[src/rtl/xor_stream_pkg.sv]
// xor_stream_pkg: shared types and helpers for xor_stream_unit.
//   mode_e      - per-frame operating mode (PAIR / ACCUM)
//   state_e     - frame-tracking FSM states
//   xor_parity_c#(W)::xor_parity(v) - XOR-reduction of a W-bit vector
package xor_stream_pkg;

    typedef enum logic {
        MODE_PAIR  = 1'b0,
        MODE_ACCUM = 1'b1
    } mode_e;

    typedef enum logic {
        S_IDLE  = 1'b0,
        S_FRAME = 1'b1
    } state_e;

    // Width-generic parity helper; the class only carries the parameter.
    virtual class xor_parity_c #(parameter int unsigned W = 8);
        static function logic xor_parity(input logic [W-1:0] v);
            return ^v;
        endfunction
    endclass

endpackage

[src/rtl/xor_stream_if.sv]
// xor_stream_if: handshake bundle between the stimulus source and
// xor_stream_unit.
//   in_valid/in_ready   - input beat handshake
//   a, b                - WIDTH-bit operands
//   mode, in_last       - frame mode (first beat only) and frame end marker
//   out_valid/out_ready - result handshake
//   c, parity, count    - result, XOR-reduction of c, beats folded into c
interface xor_stream_if #(
    parameter int unsigned WIDTH = 8,
    parameter int unsigned CNT_W = 8
) ();
    logic             in_valid;
    logic             in_ready;
    logic [WIDTH-1:0] a;
    logic [WIDTH-1:0] b;
    logic             mode;
    logic             in_last;
    logic             out_valid;
    logic             out_ready;
    logic [WIDTH-1:0] c;
    logic             parity;
    logic [CNT_W-1:0] count;

    // Stimulus / consumer side.
    modport master (
        output in_valid, a, b, mode, in_last, out_ready,
        input  in_ready, out_valid, c, parity, count
    );

    // Block side.
    modport slave (
        input  in_valid, a, b, mode, in_last, out_ready,
        output in_ready, out_valid, c, parity, count
    );
endinterface

[src/rtl/xor_out_stage.sv]
// xor_out_stage: single output register for xor_stream_unit.
//   clk, rst_n   - clock, async active-low reset
//   load         - a result is produced this cycle
//   load_c       - result value to register
//   load_count   - beat count to register
//   out_ready    - consumer accepts the held result
//   out_valid, c, parity, count - registered result
//   in_ready     - upstream may present a beat (no skid buffer)
module xor_out_stage
    import xor_stream_pkg::*;
#(
    parameter int unsigned WIDTH = 8,
    parameter int unsigned CNT_W = 8
) (
    input  logic             clk,
    input  logic             rst_n,
    input  logic             load,
    input  logic [WIDTH-1:0] load_c,
    input  logic [CNT_W-1:0] load_count,
    input  logic             out_ready,
    output logic             out_valid,
    output logic [WIDTH-1:0] c,
    output logic             parity,
    output logic [CNT_W-1:0] count,
    output logic             in_ready
);

    logic             out_valid_q, out_valid_d;
    logic [WIDTH-1:0] c_q, c_d;
    logic             parity_q, parity_d;
    logic [CNT_W-1:0] count_q, count_d;

    assign in_ready = !out_valid_q || out_ready;

    always_comb begin
        out_valid_d = out_valid_q;
        c_d         = c_q;
        parity_d    = parity_q;
        count_d     = count_q;
        if (load) begin
            // Load wins over consume so back-to-back results have no bubble.
            out_valid_d = 1'b1;
            c_d         = load_c;
            parity_d    = xor_parity_c#(WIDTH)::xor_parity(load_c);
            count_d     = load_count;
        end else if (out_ready) begin
            out_valid_d = 1'b0;
        end
    end

    always_ff @(posedge clk or negedge rst_n) begin
        if (!rst_n) begin
            out_valid_q <= 1'b0;
            c_q         <= '0;
            parity_q    <= 1'b0;
            count_q     <= '0;
        end else begin
            out_valid_q <= out_valid_d;
            c_q         <= c_d;
            parity_q    <= parity_d;
            count_q     <= count_d;
        end
    end

    assign out_valid = out_valid_q;
    assign c         = c_q;
    assign parity    = parity_q;
    assign count     = count_q;

endmodule

[src/rtl/xor_stream_unit.sv]
// xor_stream_unit: handshaked bitwise XOR of two operands, per beat (PAIR)
// or as a running XOR over a multi-beat frame (ACCUM).
//   clk, rst_n - clock, async active-low reset
//   bus        - xor_stream_if slave: input beat handshake, operands,
//                mode/in_last, and the registered result with parity/count
module xor_stream_unit
    import xor_stream_pkg::*;
#(
    parameter int unsigned WIDTH = 8,
    parameter int unsigned CNT_W = 8
) (
    input logic         clk,
    input logic         rst_n,
    xor_stream_if.slave bus
);

    state_e           state_q, state_d;
    mode_e            fm_q, fm_d;
    logic [WIDTH-1:0] acc_q, acc_d;
    logic [CNT_W-1:0] cnt_q, cnt_d;

    logic             in_ready;
    logic             accept;
    logic [WIDTH-1:0] ab;
    logic [CNT_W-1:0] cnt_inc;
    mode_e            eff_mode;
    logic             load;
    logic [WIDTH-1:0] load_c;

    assign accept   = bus.in_valid && in_ready;
    // Operands are masked unless a beat is taken, so idle-bus X never reaches state.
    assign ab       = accept ? (bus.a ^ bus.b) : '0;
    assign cnt_inc  = (cnt_q == '1) ? cnt_q : cnt_q + CNT_W'(1);
    // Mode only matters on the first beat; inside a frame the latched mode rules.
    assign eff_mode = (state_q == S_FRAME) ? fm_q : mode_e'(bus.mode);
    assign load_c   = acc_q ^ ab;

    // acc_q and cnt_q are always zero in S_IDLE, so the same fold
    // (acc^a^b, cnt+1) serves both single-beat results and frame ends.
    always_comb begin
        state_d = state_q;
        fm_d    = fm_q;
        acc_d   = acc_q;
        cnt_d   = cnt_q;
        load    = 1'b0;
        if (accept) begin
            if (eff_mode == MODE_PAIR || bus.in_last) begin
                load    = 1'b1;
                state_d = S_IDLE;
                fm_d    = MODE_PAIR;
                acc_d   = '0;
                cnt_d   = '0;
            end else begin
                state_d = S_FRAME;
                fm_d    = MODE_ACCUM;
                acc_d   = load_c;
                cnt_d   = cnt_inc;
            end
        end
    end

    always_ff @(posedge clk or negedge rst_n) begin
        if (!rst_n) begin
            state_q <= S_IDLE;
            fm_q    <= MODE_PAIR;
            acc_q   <= '0;
            cnt_q   <= '0;
        end else begin
            state_q <= state_d;
            fm_q    <= fm_d;
            acc_q   <= acc_d;
            cnt_q   <= cnt_d;
        end
    end

    xor_out_stage #(
        .WIDTH(WIDTH),
        .CNT_W(CNT_W)
    ) u_out (
        .clk       (clk),
        .rst_n     (rst_n),
        .load      (load),
        .load_c    (load_c),
        .load_count(cnt_inc),
        .out_ready (bus.out_ready),
        .out_valid (bus.out_valid),
        .c         (bus.c),
        .parity    (bus.parity),
        .count     (bus.count),
        .in_ready  (in_ready)
    );

    assign bus.in_ready = in_ready;

endmodule
[src/flat_wrapper.sv]
// flat-port wrapper written by rule: the top's interface ports become plain ports
module xor_stream_unit_flat import xor_stream_pkg::*;
#(
    parameter int unsigned WIDTH = 8,
    parameter int unsigned CNT_W = 8
)
  (clk, rst_n, bus_in_valid, bus_a, bus_b, bus_mode, bus_in_last, bus_out_ready, bus_in_ready, bus_out_valid, bus_c, bus_parity, bus_count);
  xor_stream_if #(.WIDTH(WIDTH), .CNT_W(CNT_W)) bus_i ();
  input logic clk;
  input logic rst_n;
  input wire logic [$bits(bus_i.in_valid)-1:0] bus_in_valid;
  input wire logic [$bits(bus_i.a)-1:0] bus_a;
  input wire logic [$bits(bus_i.b)-1:0] bus_b;
  input wire logic [$bits(bus_i.mode)-1:0] bus_mode;
  input wire logic [$bits(bus_i.in_last)-1:0] bus_in_last;
  input wire logic [$bits(bus_i.out_ready)-1:0] bus_out_ready;
  output wire logic [$bits(bus_i.in_ready)-1:0] bus_in_ready;
  output wire logic [$bits(bus_i.out_valid)-1:0] bus_out_valid;
  output wire logic [$bits(bus_i.c)-1:0] bus_c;
  output wire logic [$bits(bus_i.parity)-1:0] bus_parity;
  output wire logic [$bits(bus_i.count)-1:0] bus_count;
  assign bus_i.in_valid = bus_in_valid;
  assign bus_i.a = bus_a;
  assign bus_i.b = bus_b;
  assign bus_i.mode = bus_mode;
  assign bus_i.in_last = bus_in_last;
  assign bus_i.out_ready = bus_out_ready;
  assign bus_in_ready = bus_i.in_ready;
  assign bus_out_valid = bus_i.out_valid;
  assign bus_c = bus_i.c;
  assign bus_parity = bus_i.parity;
  assign bus_count = bus_i.count;
  xor_stream_unit #(.WIDTH(WIDTH), .CNT_W(CNT_W)) u_core (.clk(clk), .rst_n(rst_n), .bus(bus_i));
endmodule
[config.mk]
export PLATFORM = sky130hd
export DESIGN_NAME = xor_stream_unit_flat
export DESIGN_NICKNAME = d
export VERILOG_FILES = /design/src/rtl/xor_stream_pkg.sv /design/src/rtl/xor_stream_if.sv /design/src/rtl/xor_out_stage.sv /design/src/rtl/xor_stream_unit.sv /design/src/flat_wrapper.sv
export SDC_FILE = /design/constraint.sdc
export NUM_CORES = 1
export LEC_CHECK = 0
export BUFFER_PORTS_ARGS = -buffer_cell sky130_fd_sc_hd__buf_4
export CORE_MARGIN = 2
export CORE_UTILIZATION = 40
export CTS_BUF_LIST = sky130_fd_sc_hd__clkbuf_16
export CTS_CLUSTER_SIZE = 25
export DETAILED_ROUTE_END_ITERATION = 10
export PLACE_DENSITY = 0.6
export SLEW_MARGIN = 20
export SYNTH_ARGS = -nofsm -noshare
export SYNTH_HDL_FRONTEND = slang
export SYNTH_HIERARCHICAL = 1
export SYNTH_SLANG_ARGS = --single-unit
export TNS_END_PERCENT = 100
[constraint.sdc]
create_clock -name clk -period 2.73 [get_ports clk]
set_clock_uncertainty 0.15 [all_clocks]
set_input_delay 0 -clock clk [delete_from_list [all_inputs] [get_ports clk]]
set_output_delay 0 -clock clk [all_outputs]
set_load 0.05 [all_outputs]
== Word-level counts from Yosys, hierarchy flattened ==
Cells that the tools add are included.

* Flip-flop bits (word level): 35
* Bits in latches: 0
* Bits in writable memories: 0
* Memory bits (read-only): 0
* Input port bits: 22
* Output and inout port bits: 19
* Word-level logic and storage cells: 28
* Memories: 0

* Add/subtract/negate cells: 1
* $mul: 0
* Div/mod/pow operators: 0
* Order comparisons: 0
* Equality and inequality tests: 1
* Shift operators: 0
* Multiplexer cells: 10
* Bitwise operators: 3
* Reductions and logical operators: 6

{| class="wikitable"
|+ Operators by type and width
! cell !! number
|-
| $mux W8 || 4
|-
| $xor A8 B8 Y8 || 2
|-
| $add A8 B1 Y8 const B || 1
|-
| $eq A8 B8 Y1 const B || 1
|-
| $reduce_xor A8 Y1 || 1
|-
| $mux W1 || 6
|-
| $logic_or A1 B1 Y1 || 2
|-
| $reduce_bool A2 Y1 || 1
|-
| $logic_and A1 B1 Y1 || 1
|-
| $logic_not A1 Y1 || 1
|-
| $not A1 Y1 || 1
|}

== Longest topological paths before layout ==
Gate-level depths: netlist (run 1).

* Depth after elaboration: 6
* Depth in mapped cells: 9
* Depth with buffers taken out: 8

== By module ==
Netlist (run 1), hierarchy kept.

{| class="wikitable"
|+ Modules (own cells, without submodules)
! module !! instances !! cells each !! area an instance (sq um) !! sequential area each (sq um)
|-
| xor_stream_unit || 1 || 137 || 1147.4 || 425.4
|-
| xor_out_stage || 1 || 47 || 725.7 || 450.4
|}

== Least setup slack after synthesis (run 1) ==
No wires, ideal clock.

* Kind: register -> register
* Start point: register u_core.u_out.out_valid_q, in the netlist u_core/u_out/out_valid
* End point: register u_core.u_out.parity_q, in the netlist u_core/u_out/parity
* Setup time: 0.123 ns
* Data arrival time: 2.493 ns
* Data required time: 2.457 ns
* Setup slack: -0.037 ns
* Stages on the path, launching flop included: 10
* Buffers on the path: 1
* Period minus slack after synthesis: 2.767 ns
* Cells stage by stage: dfrtp_1 > nand2b_1 > nand2_1 > clkbuf_1 > nor2_1 > xor2_1 > xnor2_1 > xnor2_1 > xnor2_1 > a21oi_1

* Cells in the longest elaborated chain, start to end: 6
* Elaborated cells between the ends (all ways): 7
* Classes of those cells: 2 x mux; 1 x bitwise; 4 x reduce/logical

{| class="wikitable"
|+ RTL lines
! element !! line !! RTL
|-
| start: declaration || xor_out_stage.sv:28 || <nowiki>logic out_valid_q, out_valid_d;</nowiki>
|-
| start signal: assignment || xor_out_stage.sv:58 || <nowiki>out_valid_q <= out_valid_d;</nowiki>
|-
| $logic_not A1 Y1 || xor_out_stage.sv:33 || <nowiki>assign in_ready = !out_valid_q || out_ready;</nowiki>
|-
| $logic_or A1 B1 Y1 || xor_out_stage.sv:33 ||
|-
| via bus_in_ready || flat_wrapper.sv:17 || <nowiki>output wire logic [$bits(bus_i.in_ready)-1:0] bus_in_ready;</nowiki>
|-
| $logic_and A1 B1 Y1 || xor_stream_unit.sv:30 || <nowiki>assign accept = bus.in_valid && in_ready;</nowiki>
|-
| $mux W8 || xor_stream_unit.sv:32 || <nowiki>assign ab = accept ? (bus.a ^ bus.b) : '0;</nowiki>
|-
| $xor A8 B8 Y8 || xor_stream_unit.sv:36 || <nowiki>assign load_c = acc_q ^ ab;</nowiki>
|-
| via u_core.load_c[1] || xor_stream_unit.sv:28 || <nowiki>logic [WIDTH-1:0] load_c;</nowiki>
|-
| $reduce_xor A8 Y1 || xor_stream_pkg.sv:20 || <nowiki>return ^v;</nowiki>
|-
| end signal: assignment || xor_out_stage.sv:60 || <nowiki>parity_q <= parity_d;</nowiki>
|-
| end: declaration || xor_out_stage.sv:30 || <nowiki>logic parity_q, parity_d;</nowiki>
|}

The timed path passes the listed nets, and every way through them passes these cells.
A chain may end at the register's enable or synchronous reset.

== Final worst setup path (run 1) ==
* Start point: input port bus_out_ready
* End point: register u_core.u_out.parity_q, in the netlist u_core/u_out/parity

* Cells in the longest elaborated chain, start to end: 5
* Elaborated cells between the ends (all ways): 6
* Classes of those cells: 2 x mux; 1 x bitwise; 3 x reduce/logical

{| class="wikitable"
|+ RTL lines
! element !! line !! RTL
|-
| start: declaration || flat_wrapper.sv:16 || <nowiki>input wire logic [$bits(bus_i.out_ready)-1:0] bus_out_ready;</nowiki>
|-
| $logic_or A1 B1 Y1 || xor_out_stage.sv:33 ||
|-
| $logic_and A1 B1 Y1 || xor_stream_unit.sv:30 ||
|-
| $mux W8 || xor_stream_unit.sv:32 ||
|-
| $xor A8 B8 Y8 || xor_stream_unit.sv:36 ||
|-
| via u_core.load_c[5] || xor_stream_unit.sv:28 ||
|-
| $reduce_xor A8 Y1 || xor_stream_pkg.sv:20 ||
|}

The timed path passes the listed nets, and every way through them passes these cells.

==> results.cfg, run 1 <==
[outcome]
status = completed

[global_routing]
grt_use_total_pct = 17.0
via_count_of_the_first_global_routing_pass = 1563
grt_pass1_wl_mm = 6.96
overflow = 0
grt_antenna_before_repair = 0
largest_net_degree_at_the_start_of_global_routing = 36

[sta]
rsz_0062_raised_after_global_routing = no
fmax_ghz = 0.425
fin_crit_ns = 2.35
slew_violations = 0
hold_viol = 0
relSlewSlack_pct = 56.0
transition_time_of_the_tightest_slew_check_pin_ns = 0.658
setup_viol = 0
sum_of_negative_setup_slack_ns = 0
finalCritPeriodShare_pct = 86.1

[floorplan]
die-area_mm2 = 0.00525
floorplan.initialDensity_pct = 42.1
die_w_um = 72.4
io_pins = 41
die_y_um = 72.4
rows = 24
placeableCoreArea_mm2 = 0.00444

[synthesis]
yosys_warnings = 6
synthDominantAreaCellType = sky130_fd_sc_hd__dfrtp_1
number_of_flip_flops_and_latches_in_the_synthesized_netlist = 35
synth.yosys.seq_area_share_pct = 46.8
synth_top_area_share_pct = 46.8
synth_fp_nets = 207
synth.lib_cells_used.distinct = 33
postSynthCellCount = 184
post_synth.cell_area_avg_um2 = 10.2
synthesis.area_mm2 = 0.00187
synth_area_leaders = sky130_fd_sc_hd__dfrtp_1 47%, sky130_fd_sc_hd__mux2_2 11%, sky130_fd_sc_hd__xnor2_1 8.4%

[clock_tree]
clk_pin_slew_ns = 0.05
cts_tree = done
clock_latency_ns = 0.27
clk_root_buffer_cell = sky130_fd_sc_hd__clkbuf_16
clock_path_buffers = 2
htreeDepth = 2
cts-resized-gates = 0
cts_num_sinks = 35
cts_inserted_buffers = 5

[worst_setup_path]
critPathMostFrequentCell = sky130_fd_sc_hd__xnor2_1
worst_setup_path_end_kind = flip-flop
cp-start-kind = input pin
critical_path_required_ns = 2.73
crit_path_cell_trace = dlygate4sd3_1, buf_4, nand2b_2, nand2_1, nor2_1, xor2_1, xnor2_1, xnor2_1, xnor2_1, a21oi_1
crit_slowest_cell = sky130_fd_sc_hd__dlygate4sd3_1
worst_setup_path_category = input pin to flip-flop
rr_worst_depth = 8
cell_class_contributing_the_biggest_share_of_worst_path_delay = simple AND/OR/NAND/NOR gates
critPathMaxFanout = 21
critical_path_buf_inv_count = 2
setup.reg_to_reg.worst_slack_ns = 0.47
max_stage_delay_ns = 0.55
critPathArrivalTime_ns = 2.36
timing.critical_path.depth = 10

[finish]
final.fill_count = 421
nNetsFinal = 255
diodes = 0
syn2layout_area_growth_pct = 28.7
drive_gt1_share_pct = 32.2

[routing]
wire_length_after_detailed_routing_mm = 3.96
total_number_of_vias = 1521
wl_per_cell_um = 13.9
post_drt_via_cell_ratio = 5.34
drt-pass1-iter-count = 4
drtAntennaViolNets = 0
drc_errors = 0
drt_iter0_markers = 46

[flow_run]
maxCapViolCount = 0

[power]
power.switching_mw = 0.717
leakagePower_nw = 1.15
largest_voltage_drop_on_the_vdd_net_mv = 0.568
cellPowerDensity_mw_per_mm2 = 808
clock_power_share_pct = 26.7
totalPowerFinal_mw = 1.95
switching_share_pct = 36.8
cellInternalPower_mw = 1.23
share_comb_of_total_power_pct = 38.0
seqPwrFrac_pct = 35.3

[placed_design]
placement.io_buffers = 40
finalWeightedCongestion = 0.817
place_hpwl_mm = 2.92

[hold_path]
hp-class = input pin to flip-flop
hold_depth = 4
[cells by family after synthesis]
| group | share of synthesized area, % |
|---|---|
| simple gates | 14.7 |
| compound gates | 12.1 |
| flops | 46.8 |
| xor+xnor | 12.6 |
| mux | 10.8 |
| buf+inv | 2.34 |
| fa+ha+maj | 0.668 |
[sequential cells by signal, indices dropped and copies added (netlist names)]
signal and flops:
u_core/u_out/c 8, u_core/u_out/out_valid 1, u_core/u_out/count 8, u_core/cnt_q 8, u_core/u_out/parity 1, u_core/fm_q 1
u_core/acc_q 8
[worst min-delay path, stage by stage]
cell	delay, ns
sky130_fd_sc_hd__buf_4	0.08
sky130_fd_sc_hd__xnor2_1	0.08
sky130_fd_sc_hd__a21oi_1	0.14
sky130_fd_sc_hd__o21ai_0	0.08
[through the flow]
stage | std cells | area (um2) | hold WS [ns] | worst slack, ns | util (%)
floorplan | 184 | 1880 | -0.446 | 0.162 | -
global placement | 273 | 2230 | -0.168 | 0.561 | 50.3
detailed placement | 273 | 2230 | -0.164 | 0.479 | 50.3
CTS | 285 | 2410 | 0.00554 | 0.392 | 54.3
global route | 285 | 2410 | 0.0529 | 0.207 | 54.3
finish | 285 | 2410 | 0.00526 | 0.379 | 54.3
[what timing repair did]
action                    in CTS  in global routing
hold buffers                   4                  0
setup buffers                  0                  0
hold endpoints to repair      37                  0
[power groups by stage]
stage | combinational, mW | clock [mW] | sequential (mW)
floorplan | 0.287 | 0 | 0.928
global placement | 0.728 | 0 | 0.693
detailed placement | 0.739 | 0 | 0.698
CTS | 0.747 | 0.534 | 0.689
global route | 0.791 | 0.560 | 0.705
finish | 0.741 | 0.521 | 0.688
[metal layers]
metal / global-route usage [%] / up-vias / routed length (um)
li1: - / 736 / -
met2: 28.1 / 38 / 1990
met1: 21.4 / 739 / 1710
met4: 7.82 / 0 / 71
met3: 3.61 / 8 / 183
met5: 0 / - / 0
[Yosys cell counts]
cell                        n
sky130_fd_sc_hd__nor3_1     7
sky130_fd_sc_hd__nand4_1    3
sky130_fd_sc_hd__a41o_2     1
sky130_fd_sc_hd__o21ai_0    9
sky130_fd_sc_hd__nor2_2     1
sky130_fd_sc_hd__o21ai_2    1
sky130_fd_sc_hd__or2_1      1
sky130_fd_sc_hd__o21ba_2    1
sky130_fd_sc_hd__a21o_1     2
sky130_fd_sc_hd__o22ai_1    1
sky130_fd_sc_hd__buf_6      1
sky130_fd_sc_hd__dfrtp_1   35
sky130_fd_sc_hd__o31ai_1    3
sky130_fd_sc_hd__a31oi_1    2
sky130_fd_sc_hd__o221ai_1   1
sky130_fd_sc_hd__nand2_1   21
sky130_fd_sc_hd__nand3_4    1
sky130_fd_sc_hd__a22o_1     1
sky130_fd_sc_hd__nand3_1    1
sky130_fd_sc_hd__xnor2_1   18
sky130_fd_sc_hd__a21oi_1   14
sky130_fd_sc_hd__ha_1       1
sky130_fd_sc_hd__buf_4      1
sky130_fd_sc_hd__nor2_1    17
sky130_fd_sc_hd__and4_1     1
sky130_fd_sc_hd__and2_1     1
sky130_fd_sc_hd__xor2_1     9
sky130_fd_sc_hd__mux2_2    18
sky130_fd_sc_hd__buf_2      2
sky130_fd_sc_hd__nand2b_1   3
sky130_fd_sc_hd__o21bai_1   1
sky130_fd_sc_hd__and4_2     1
sky130_fd_sc_hd__clkbuf_1   4
[final timing paths]
check | startpoint | to
hold reg to reg | u_core/u_out/count[1] | u_core/u_out/count[1]
hold / removal | bus_a[2] | u_core/acc_q[2]
setup reg to reg | u_core/u_out/out_valid | u_core/u_out/parity
setup / recovery | bus_out_ready | u_core/u_out/parity
max in group asynchronous | rst_n | u_core/acc_q[6]
min in group asynchronous | rst_n | u_core/u_out/c[3]
[cell usage in the layout (no fill, tap or decap), types with 2 or more instances in the layout]
master,n
sky130_fd_sc_hd__a21o_1,2
sky130_fd_sc_hd__mux2_2,18
sky130_fd_sc_hd__dlygate4sd3_1,4
sky130_fd_sc_hd__nand4_1,3
sky130_fd_sc_hd__nor3_1,7
sky130_fd_sc_hd__clkbuf_16,5
sky130_fd_sc_hd__nand2_1,21
sky130_fd_sc_hd__xnor2_1,18
sky130_fd_sc_hd__o21ai_0,9
sky130_fd_sc_hd__nand2b_1,2
sky130_fd_sc_hd__xor2_1,9
sky130_fd_sc_hd__o31ai_1,3
sky130_fd_sc_hd__dfrtp_1,35
sky130_fd_sc_hd__buf_4,45
sky130_fd_sc_hd__a31oi_1,2
sky130_fd_sc_hd__nor2_1,17
sky130_fd_sc_hd__clkinv_1,2
sky130_fd_sc_hd__a21oi_1,14
[area by class of cell]
| cell class | instances | area [um2] | area share, % |
|---|---|---|---|
| multi-input cells | 141 | 956 | 39.6 |
| clock buffers | 5 | 125 | 5.19 |
| clock inverters | 3 | 11.3 | 0.467 |
| flip-flops and latches | 35 | 876 | 36.3 |
| repair buffers | 49 | 378 | 15.7 |
| well taps | 52 | 65.1 | 2.70 |
No activity file was read; power rests on OpenSTA's default activity.
==> run 2: changes to the inputs <==
--- a/config.mk
+++ b/config.mk
@@ -7,11 +7,11 @@
 export LEC_CHECK = 0
 export BUFFER_PORTS_ARGS = -buffer_cell sky130_fd_sc_hd__buf_4
 export CORE_MARGIN = 2
-export CORE_UTILIZATION = 40
+export CORE_UTILIZATION = 39
 export CTS_BUF_LIST = sky130_fd_sc_hd__clkbuf_16
 export CTS_CLUSTER_SIZE = 25
 export DETAILED_ROUTE_END_ITERATION = 10
-export PLACE_DENSITY = 0.6
+export PLACE_DENSITY = 0.59
 export SLEW_MARGIN = 20
 export SYNTH_ARGS = -nofsm -noshare
 export SYNTH_HDL_FRONTEND = slang
==> results.cfg, run 2 (synthesis gave the netlist of run 1 again) <==
[clock_tree]
clk_root_buffer_cell = sky130_fd_sc_hd__clkbuf_16
postCtsSetupBuffers = 0
clk_pin_slew_ns = 0.05
cts_num_sinks = 35
clock_path_buffers = 2
cts_tree = done
cts_inserted_buffers = 5
htreeDepth = 2
clock_latency_ns = 0.27

[worst_setup_path]
critPathArrivalTime_ns = 2.31
crit_slowest_cell = sky130_fd_sc_hd__dlygate4sd3_1
worstReg2RegEnd = u_core/u_out/parity
setup.reg_to_reg.worst_slack_ns = 0.50
worst_setup_path_category = input pin to flip-flop
critPathMaxFanout = 21
crit_path_cell_trace = dlygate4sd3_1, buf_4, nand2b_2, nand2_1, nor2_1, xor2_1, xnor2_1, xnor2_1, xnor2_1, a21oi_1
reg2reg_from = u_core/u_out/out_valid
rr_worst_depth = 8
critical_path_required_ns = 2.73
cell_class_contributing_the_biggest_share_of_worst_path_delay = simple AND/OR/NAND/NOR gates
critPathMostFrequentCell = sky130_fd_sc_hd__xnor2_1
critical_path_buf_inv_count = 2
cp-start-kind = input pin
worst_setup_path_end_kind = flip-flop
max_stage_delay_ns = 0.54

[sta]
finalCritPeriodShare_pct = 84.7
hold_viol = 0
transition_time_of_the_tightest_slew_check_pin_ns = 0.655
fmax_ghz = 0.432
slew_violations = 0
sum_of_negative_setup_slack_ns = 0
rsz_0062_raised_after_global_routing = no
relSlewSlack_pct = 56.2
setup_viol = 0
fin_crit_ns = 2.31

[placed_design]
finalWeightedCongestion = 0.717
placed_cells_incl_taps = 273
placement.io_buffers = 40
place_hpwl_mm = 2.59

[routing]
drtAntennaViolNets = 0
total_number_of_vias = 1458
drc_errors = 0
detail_route.wirelength.met1_mm = 1.93
drt-pass1-iter-count = 5
routed-wl-met2_mm = 1.56
wire_length_after_detailed_routing_mm = 3.71
drt_iter0_markers = 63
route.met3.wl_um = 187
wl_per_cell_um = 13.0
post_drt_via_cell_ratio = 5.12
highest_metal_used = met4

[power]
seqPwrFrac_pct = 35.5
leakagePower_nw = 1.14
cellInternalPower_mw = 1.23
largest_voltage_drop_on_the_vdd_net_mv = 0.402
clock_power_share_pct = 27.0
switching_share_pct = 36.5
totalPowerFinal_mw = 1.94
cellPowerDensity_mw_per_mm2 = 807
power.switching_mw = 0.707
share_comb_of_total_power_pct = 37.5

[floorplan]
io_pins = 41
floorplan.initialDensity_pct = 39.9
die_y_um = 73.3
die-area_mm2 = 0.00537
die_w_um = 73.3
rows = 25
placeableCoreArea_mm2 = 0.00469

[global_routing]
overflow = 0
grt_pass1_wl_mm = 6.27
grt_antenna_before_repair = 0
grt_use_total_pct = 15.3
via_count_of_the_first_global_routing_pass = 1320
largest_net_degree_at_the_start_of_global_routing = 36

[finish]
leading_cell_types_in_the_layout_fill_and_taps_excluded = 43 x sky130_fd_sc_hd__buf_4, 35 x sky130_fd_sc_hd__dfrtp_1, 21 x sky130_fd_sc_hd__nand2_1, 18 x sky130_fd_sc_hd__xnor2_1, 18 x sky130_fd_sc_hd__mux2_2
layout.cells.most_common = sky130_fd_sc_hd__buf_4
drive_gt1_share_pct = 31.6
nNetsFinal = 253
diodes = 0
layout.cells.non_filler = 285
final.fill_count = 443
syn2layout_area_growth_pct = 28.1

[hold_path]
hp-class = input pin to flip-flop
timing.hold.worst_endpoint = u_core/acc_q[5]
min-delay-start = bus_a[5]
hold_depth = 4

[flow_run]
maxCapViolCount = 0

[outcome]
status = completed
[run 2: final cells by class]
type / instances / area, um2 / area share [%]
clock inverter: 3 / 11.3 / 0.469
sequential: 35 / 876 / 36.5
multi-input combinational: 141 / 956 / 39.9
timing repair buffer: 47 / 363 / 15.1
tap: 54 / 67.6 / 2.82
clock buffer: 5 / 125 / 5.22
[run 2: worst min-delay path: stages]
cell	delay, ns
sky130_fd_sc_hd__buf_4	0.08
sky130_fd_sc_hd__xnor2_1	0.08
sky130_fd_sc_hd__a21oi_1	0.14
sky130_fd_sc_hd__o21ai_0	0.08
[run 2: worst max path at each step]
stage / start / end / depth (start not counted)
after detailed placement: u_core/u_out/out_valid / u_core/u_out/parity / 8
after CTS: bus_out_ready / u_core/u_out/parity / 10
after floorplan: u_core/u_out/out_valid / u_core/u_out/parity / 9
final: bus_out_ready / u_core/u_out/parity / 10
after global routing: bus_out_ready / u_core/u_out/parity / 10
after global placement: u_core/u_out/out_valid / u_core/u_out/c[1] / 6
[run 2: repair_timing]
item                      in CTS  in global routing
hold endpoints to repair      37                  0
hold buffers                   4                  0
resized for setup              0                  0
[run 2: metal layers]
layer | global-route usage (%) | vias up
met1 | 22.9 | 681
met5 | 0 | -
li1 | - | 736
met2 | 21.0 | 39
met3 | 4.80 | 2
met4 | 4.85 | 0
[run 2: metrics by stage]
stage               hold WS [ns]  utilization [%]  setup slack [ns]  area [um2]
floorplan                 -0.446                -             0.162        1880
global placement          -0.164             47.4             0.551        2220
CTS                     0.000940             51.1             0.397        2400
global route              0.0458             51.1             0.241        2400
finish                   0.00485             51.1             0.417        2400
detailed placement        -0.157             47.4             0.509        2220
[run 2: power groups by stage]
stage / registers [mW] / clock network [mW] / logic (mW)
2_1_floorplan: 0.928 / 0 / 0.287
3_3_place_gp: 0.697 / 0 / 0.721
3_5_place_dp: 0.697 / 0 / 0.726
4_1_cts: 0.688 / 0.543 / 0.734
5_1_grt: 0.700 / 0.559 / 0.778
6_report: 0.687 / 0.523 / 0.726
